<file path="src/rtl/vpi_check_sched_if.sv">
// Request/check/ack and statistics bundle between the VPI host and vpi_check_sched.
// The host side takes the master modport and the scheduler takes the slave modport.
interface vpi_check_sched_if #(
    parameter int NUM_SLOTS = 6,
    parameter int CNT_W     = 16
);
    localparam int SEL_W = (NUM_SLOTS > 1) ? $clog2(NUM_SLOTS) : 1;

    logic [NUM_SLOTS-1:0] req;
    logic [NUM_SLOTS-1:0] mismatch_in;
    logic                 clr_counts;
    logic [NUM_SLOTS-1:0] check;
    logic [NUM_SLOTS-1:0] ack;
    logic                 busy;
    logic [CNT_W-1:0]     pass_count;
    logic [CNT_W-1:0]     fail_count;
    logic                 fail;
    logic [SEL_W-1:0]     last_fail_slot;

    modport master (
        output req, mismatch_in, clr_counts,
        input  check, ack, busy, pass_count, fail_count, fail, last_fail_slot
    );

    modport slave (
        input  req, mismatch_in, clr_counts,
        output check, ack, busy, pass_count, fail_count, fail, last_fail_slot
    );
endinterface

</file>
<file path="src/rtl/vpi_check_sched.sv">
// Round-robin check-pulse sequencer with saturating pass/fail statistics.
// Optional feature macro: VPI_CHECK_SCHED_HALT_ON_FAIL_EN (stop in HALT after a mismatch).
module vpi_check_sched #(
    parameter int NUM_SLOTS = 6,
    parameter int SETTLE    = 2,
    parameter int CNT_W     = 16
) (
    input  logic             clk,
    input  logic             rst_n,
    vpi_check_sched_if.slave bus
);
    localparam int SEL_W = (NUM_SLOTS > 1) ? $clog2(NUM_SLOTS) : 1;

    typedef enum logic [2:0] {
        ST_IDLE,
        ST_PULSE,
        ST_SETTLE,
`ifdef VPI_CHECK_SCHED_HALT_ON_FAIL_EN
        ST_SAMPLE,
        ST_HALT
`else
        ST_SAMPLE
`endif
    } state_t;

    state_t               r_state;
    logic [SEL_W-1:0]     r_sel;
    logic [SEL_W-1:0]     r_last_grant;
    logic [7:0]           r_cnt;
    logic [NUM_SLOTS-1:0] r_check;
    logic [NUM_SLOTS-1:0] r_ack;
    logic                 r_busy;
    logic [CNT_W-1:0]     r_pass;
    logic [CNT_W-1:0]     r_fail;
    logic                 r_sticky;
    logic [SEL_W-1:0]     r_lfs;

    logic                 w_any;
    logic [SEL_W-1:0]     w_grant;
    logic                 w_mism;

    // Round-robin search: first requesting slot after the previous grant, wrapping once.
    always_comb begin
        // NOTE: every combinational output gets a default first so no path infers a latch.
        w_any   = 1'b0;
        w_grant = r_last_grant;
        for (int k = 1; k <= NUM_SLOTS; k++) begin
            int idx;
            idx = int'(r_last_grant) + k;
            if (idx >= NUM_SLOTS) idx = idx - NUM_SLOTS;
            if (!w_any && bus.req[SEL_W'(idx)]) begin
                w_any   = 1'b1;
                w_grant = SEL_W'(idx);
            end
        end
    end

    assign w_mism = bus.mismatch_in[r_sel];

    // NOTE: sequential state uses non-blocking assignments so all registers update together.
    always_ff @(posedge clk or negedge rst_n) begin
        if (!rst_n) begin
            r_state      <= ST_IDLE;
            r_sel        <= '0;
            r_last_grant <= SEL_W'(NUM_SLOTS - 1);
            r_cnt        <= '0;
            r_check      <= '0;
            r_ack        <= '0;
            r_busy       <= 1'b0;
            r_pass       <= '0;
            r_fail       <= '0;
            r_sticky     <= 1'b0;
            r_lfs        <= '0;
        end else begin
            case (r_state)
                ST_IDLE: begin
                    if (w_any) begin
                        r_sel        <= w_grant;
                        r_last_grant <= w_grant;
                        r_check      <= NUM_SLOTS'(1) << w_grant;
                        r_busy       <= 1'b1;
                        r_state      <= ST_PULSE;
                    end
                end
                ST_PULSE: begin
                    r_check <= '0;
                    r_cnt   <= 8'(SETTLE - 1);
                    r_state <= ST_SETTLE;
                end
                ST_SETTLE: begin
                    if (r_cnt == 8'd0) begin
                        r_ack   <= NUM_SLOTS'(1) << r_sel;
                        r_state <= ST_SAMPLE;
                    end else begin
                        r_cnt <= r_cnt - 8'd1;
                    end
                end
                ST_SAMPLE: begin
                    r_ack <= '0;
`ifdef VPI_CHECK_SCHED_HALT_ON_FAIL_EN
                    if (w_mism) begin
                        r_state <= ST_HALT;
                    end else begin
                        r_busy  <= 1'b0;
                        r_state <= ST_IDLE;
                    end
                end
                ST_HALT: begin
                    if (bus.clr_counts) begin
                        r_busy  <= 1'b0;
                        r_state <= ST_IDLE;
                    end
                end
`else
                    r_busy  <= 1'b0;
                    r_state <= ST_IDLE;
                end
`endif
                default: begin
                    r_check <= '0;
                    r_ack   <= '0;
                    r_busy  <= 1'b0;
                    r_state <= ST_IDLE;
                end
            endcase

            // A clear in the same cycle as SAMPLE discards that result.
            if (bus.clr_counts) begin
                r_pass   <= '0;
                r_fail   <= '0;
                r_sticky <= 1'b0;
                r_lfs    <= '0;
            end else if (r_state == ST_SAMPLE) begin
                if (w_mism) begin
                    if (r_fail != '1) r_fail <= r_fail + 1'b1;
                    r_sticky <= 1'b1;
                    r_lfs    <= r_sel;
                end else if (r_pass != '1) begin
                    r_pass <= r_pass + 1'b1;
                end
            end
        end
    end

    assign bus.check          = r_check;
    assign bus.ack            = r_ack;
    assign bus.busy           = r_busy;
    assign bus.pass_count     = r_pass;
    assign bus.fail_count     = r_fail;
    assign bus.fail           = r_sticky;
    assign bus.last_fail_slot = r_lfs;
endmodule

</file>
<file path="src/flat_wrapper.sv">
// flat-port wrapper written by rule: the top's interface ports become plain ports
module vpi_check_sched_flat 
#(
    parameter int NUM_SLOTS = 6,
    parameter int SETTLE    = 2,
    parameter int CNT_W     = 16
)
  (clk, rst_n, bus_req, bus_mismatch_in, bus_clr_counts, bus_check, bus_ack, bus_busy, bus_pass_count, bus_fail_count, bus_fail, bus_last_fail_slot);
  vpi_check_sched_if #(.NUM_SLOTS(NUM_SLOTS), .CNT_W(CNT_W)) bus_i ();
  input  logic clk;
  input  logic rst_n;
  input wire logic [$bits(bus_i.req)-1:0] bus_req;
  input wire logic [$bits(bus_i.mismatch_in)-1:0] bus_mismatch_in;
  input wire logic [$bits(bus_i.clr_counts)-1:0] bus_clr_counts;
  output wire logic [$bits(bus_i.check)-1:0] bus_check;
  output wire logic [$bits(bus_i.ack)-1:0] bus_ack;
  output wire logic [$bits(bus_i.busy)-1:0] bus_busy;
  output wire logic [$bits(bus_i.pass_count)-1:0] bus_pass_count;
  output wire logic [$bits(bus_i.fail_count)-1:0] bus_fail_count;
  output wire logic [$bits(bus_i.fail)-1:0] bus_fail;
  output wire logic [$bits(bus_i.last_fail_slot)-1:0] bus_last_fail_slot;
  assign bus_i.req = bus_req;
  assign bus_i.mismatch_in = bus_mismatch_in;
  assign bus_i.clr_counts = bus_clr_counts;
  assign bus_check = bus_i.check;
  assign bus_ack = bus_i.ack;
  assign bus_busy = bus_i.busy;
  assign bus_pass_count = bus_i.pass_count;
  assign bus_fail_count = bus_i.fail_count;
  assign bus_fail = bus_i.fail;
  assign bus_last_fail_slot = bus_i.last_fail_slot;
  vpi_check_sched #(.NUM_SLOTS(NUM_SLOTS), .SETTLE(SETTLE), .CNT_W(CNT_W)) u_core (.clk(clk), .rst_n(rst_n), .bus(bus_i));
endmodule
</file>
<file path="config.mk">
export PLATFORM = sky130hd
export DESIGN_NAME = vpi_check_sched_flat
export DESIGN_NICKNAME = d
export VERILOG_FILES = /design/src/rtl/vpi_check_sched_if.sv /design/src/rtl/vpi_check_sched.sv /design/src/flat_wrapper.sv
export SDC_FILE = /design/constraint.sdc
export NUM_CORES = 1
export LEC_CHECK = 0
export ABC_AREA = 0
export BUFFER_PORTS_ARGS = -buffer_cell sky130_fd_sc_hd__buf_2
export CAP_MARGIN = 15
export CORE_UTILIZATION = 45
export DETAILED_ROUTE_END_ITERATION = 8
export PLACE_DENSITY = 0.66
export SLEW_MARGIN = 30
export SYNTH_ARGS = -nofsm -noshare
export SYNTH_HDL_FRONTEND = slang
export SYNTH_SLANG_ARGS = --single-unit
export TNS_END_PERCENT = 30
</file>
<file path="constraint.sdc">
create_clock -name clk -period 5.15 [get_ports clk]
set_input_delay 0.515 -clock clk [delete_from_list [all_inputs] [get_ports clk]]
set_output_delay 0.515 -clock clk [all_outputs]
set_load 0.02 [all_outputs]
</file>
==> out/qor.csv <==
stage,metric,value,unit
clocking,htree depth,3,
clocking,Post-CTS Setup Bufs,0,
routing,vias,3397,
run_status,status,finished with violations,
timing,unrepaired setup endpoints after global routing,false,
clocking,Clock Pin Slew Worst Setup and Hold Paths,0.08,ns
synth,asr flop ratio synth,1.000,
synth,prevailing post-synth register cell,dfrtp_1,
timing,Setup-failing EPs final,0,
routing,Initial DRT Pass Iterations,6,
synth,Yosys top cell by area,dfrtp_1,
setup_path,worst-case reg-to-reg path depth,10,
clocking,CTS tree,built,
placed_design,DP HPWL,6844,um
setup_path,Setup crit start kind,flop,
synth,Synth Instances,444,
setup_path,Crit Path Max Fanout,14,
grt,first-pass GRT wire length,15660,um
setup_path,Worst EP required,5.36,ns
layout,fin cells,614,
synth,largest cells by area after synthesis,"dfrtp_1 38%, nor2_1 6.3%, ha_1 5.8%",
pwr,leakage power,2.177,nW
timing,Worst Clk Skew,0.01240,ns
clocking,Num CTS Buffers,9,
job,max cap viols,0,
layout,design area,4642,um^2
synth,Synth Warn #,0,
synth,Mapped Avg Cell Area,9.271,um^2
setup_path,critical path arrival,4.35,ns
timing,max_slew headroom,0.4664,
timing,Final WS setup,1.015,ns
floorplanning,die width,97.65,um
clocking,cts hold-fix bufs,0,
layout,nets,535,
clocking,Sink Count,64,
floorplanning,Core Area,8806,um^2
hold_path,Hold Path Class,input pin to asynchronous set/reset pin,
placed_design,"Cell Area, Placed",4458,um^2
grt,met1 Use GR,0.2732,
pwr,total power draw,3.003,mW
grt,Top Usage Layer GRT,met2,
placed_design,Placed Instances,598,
pwr,Power Dens Cells,647.0,nW/um^2
routing,post-DR vias/cell,5.533,
run_status,failing checks,DRC,
grt,initial antenna violation count,0,
setup_path,flop-to-flop setup slack,1.02,ns
synth,Post-synth EDFFs,0,
placed_design,GP Congestion,0.8797,
clocking,Root Buffer,clkbuf_8,
grt,vias in the first global route,3277,
floorplanning,Die ar.,9535,um^2
layout,most frequent cells in the layout,"69 x nor2_1, 63 x buf_2, 62 x dfrtp_1",
setup_path,Setup crit end kind,flop,
grt,routing usage on met2,0.3328,
grt,largest net degree at the start of global routing,65,
pwr,peak supply drop,0.0002771,V
timing,setup TNS,0,ns
timing,Fmax achieved,241.8,MHz
setup_path,WS Path Type,flop to flop,
routing,number of remaining DRC errors,2,
routing,WL/cell,15.47,um
timing,min cycle time layout,4.135,ns
layout,"most common cell after layout, fill and taps aside",nor2_1,
floorplanning,row cnt,34,
placed_design,Post-Place Worst Slack,1.039,ns
grt,Overflow after GRT,0,
layout,ANT cells,0,
layout,final core utilization,0.5271,
clocking,maximum root-to-sink buffer count,2,
timing,Least-Margin Pin Slew,0.8003,ns
synth,Netlist Area Pre-Place,4116,um^2
clocking,post_cts resized,0,
clocking,clk_lat worst skew,0.35,ns
synth,flop and latch count out of synthesis,64,
setup_path,RR Endpoint,u_core.bus.check[2]$_DFFE_PN0P_,
layout,layout cells sized above 1,0.1976,
routing,Starting DRT DRC Count,124,
grt,gr usage total,0.2060,
placed_design,Port Buffers,63,
setup_path,R2R Path Start,u_core.r_last_grant[1]$_DFFE_PN0P_,
routing,Post-DRT Antenna Nets,0,
synth,"Seq/Total Area, Yosys",0.3897,
synth,"Distinct cells, synth",69,
timing,Final Hold Fails,0,
timing,Final Cycle Share,0.8029,
floorplanning,Starting Density,0.4675,
synth,top cell type's share of synthesized area,0.3769,
layout,Syn-to-layout area delta,12.77,%
timing,Min Hold Slack,0.3316,ns
timing,max-slew violations,0,
grt,met3 Usage GRT,0.03957,
synth,post-synth net total,478,
floorplanning,num ports,64,
floorplanning,DIE HEIGHT,97.65,um
routing,Routed Wire Length,9497,um
-- critical path, stage by stage (launching register included) --
cell      delay [ns]
dfrtp_1         0.61
clkinv_1        0.50
ha_1            0.59
a211oi_4        0.28
xnor2_2         0.19
mux2i_2         0.34
o21ai_2         0.15
or4_4           0.62
o31ai_4         0.36
or2_1           0.27
o41ai_1         0.09
-- logic make-up after synthesis --
kind of cell | count (synthesis) | synth area share
xor gates and xnor gates | 43 | 0.09331
and+or+nand+nor | 183 | 0.2085
DFF | 64 | 0.3897
buffers and inverters | 32 | 0.04103
AOI/OAI and AO/OA | 80 | 0.1477
adders and majority gates | 19 | 0.05775
muxes | 23 | 0.06200
-- cells in the mapped netlist, types with 3 or more instances --
library cell / count
nand3_1: 13
o41ai_1: 6
a31oi_1: 3
mux2i_1: 16
and2_1: 3
xnor2_1: 20
clkbuf_1: 7
buf_6: 5
o211ai_1: 3
o31ai_1: 6
nor4_1: 8
dfrtp_1: 62
and4_1: 4
nor2_1: 69
nor3_1: 6
inv_1: 13
or2_2: 3
nor2b_1: 4
buf_2: 3
xor2_1: 22
nand4_1: 6
or3_1: 3
and3_1: 3
nand2_1: 50
o21ai_0: 12
a21oi_1: 17
ha_1: 19
-- per-layer routing --
layer / vias up / part of all wire
met5: - / 0
met4: 0 / 0.017
met3: 14 / 0.037
met2: 57 / 0.47
met1: 1646 / 0.48
li1: 1680 / -
-- where the power goes --
part / internal, mW / switching [mW] / total [mW]
clock: 0.201 / 0.208 / 0.410
sequential: 0.607 / 0.139 / 0.746
combinational: 0.698 / 1.15 / 1.85
-- layout make-up --
type,count,area [um^2]
repair buffers,64,322.8
well taps,108,135.1
clock buffers,12,155.1
inverters,14,52.55
multi-input cells,348,2344
flip-flops and latches,64,1604
clock inverters,4,28.78
fillers,820,4164
-- state kept, by name, indices dropped and copies added (netlist names) --
register and cells:
u_core.r_cnt 8, u_core.bus.check 6, u_core.r_state 2, u_core.bus.last_fail_slot 3, u_core.bus.fail_count 16, u_core.r_sel 2
u_core.bus.pass_count 16, u_core.r_last_grant 3, u_core.bus.ack 6, u_core.bus.busy 1, u_core.bus.fail 1
-- worst max-delay path by stage --
stage,end,start,slack [ns],cells past startpoint
floorplan,u_core.bus.check[5]$_DFFE_PN0P_,u_core.r_last_grant[0]$_DFFE_PN1P_,1.63,15
global placement,u_core.bus.check[1]$_DFFE_PN0P_,u_core.r_last_grant[1]$_DFFE_PN0P_,1.23,10
detailed placement,u_core.bus.check[2]$_DFFE_PN0P_,u_core.r_last_grant[1]$_DFFE_PN0P_,1.04,10
CTS,u_core.bus.check[5]$_DFFE_PN0P_,u_core.r_last_grant[1]$_DFFE_PN0P_,1.03,10
global route,u_core.bus.check[0]$_DFFE_PN0P_,u_core.r_last_grant[1]$_DFFE_PN0P_,0.69,9
finish,u_core.bus.check[2]$_DFFE_PN0P_,u_core.r_last_grant[1]$_DFFE_PN0P_,1.02,10
Power figures use the tool's default switching activity.
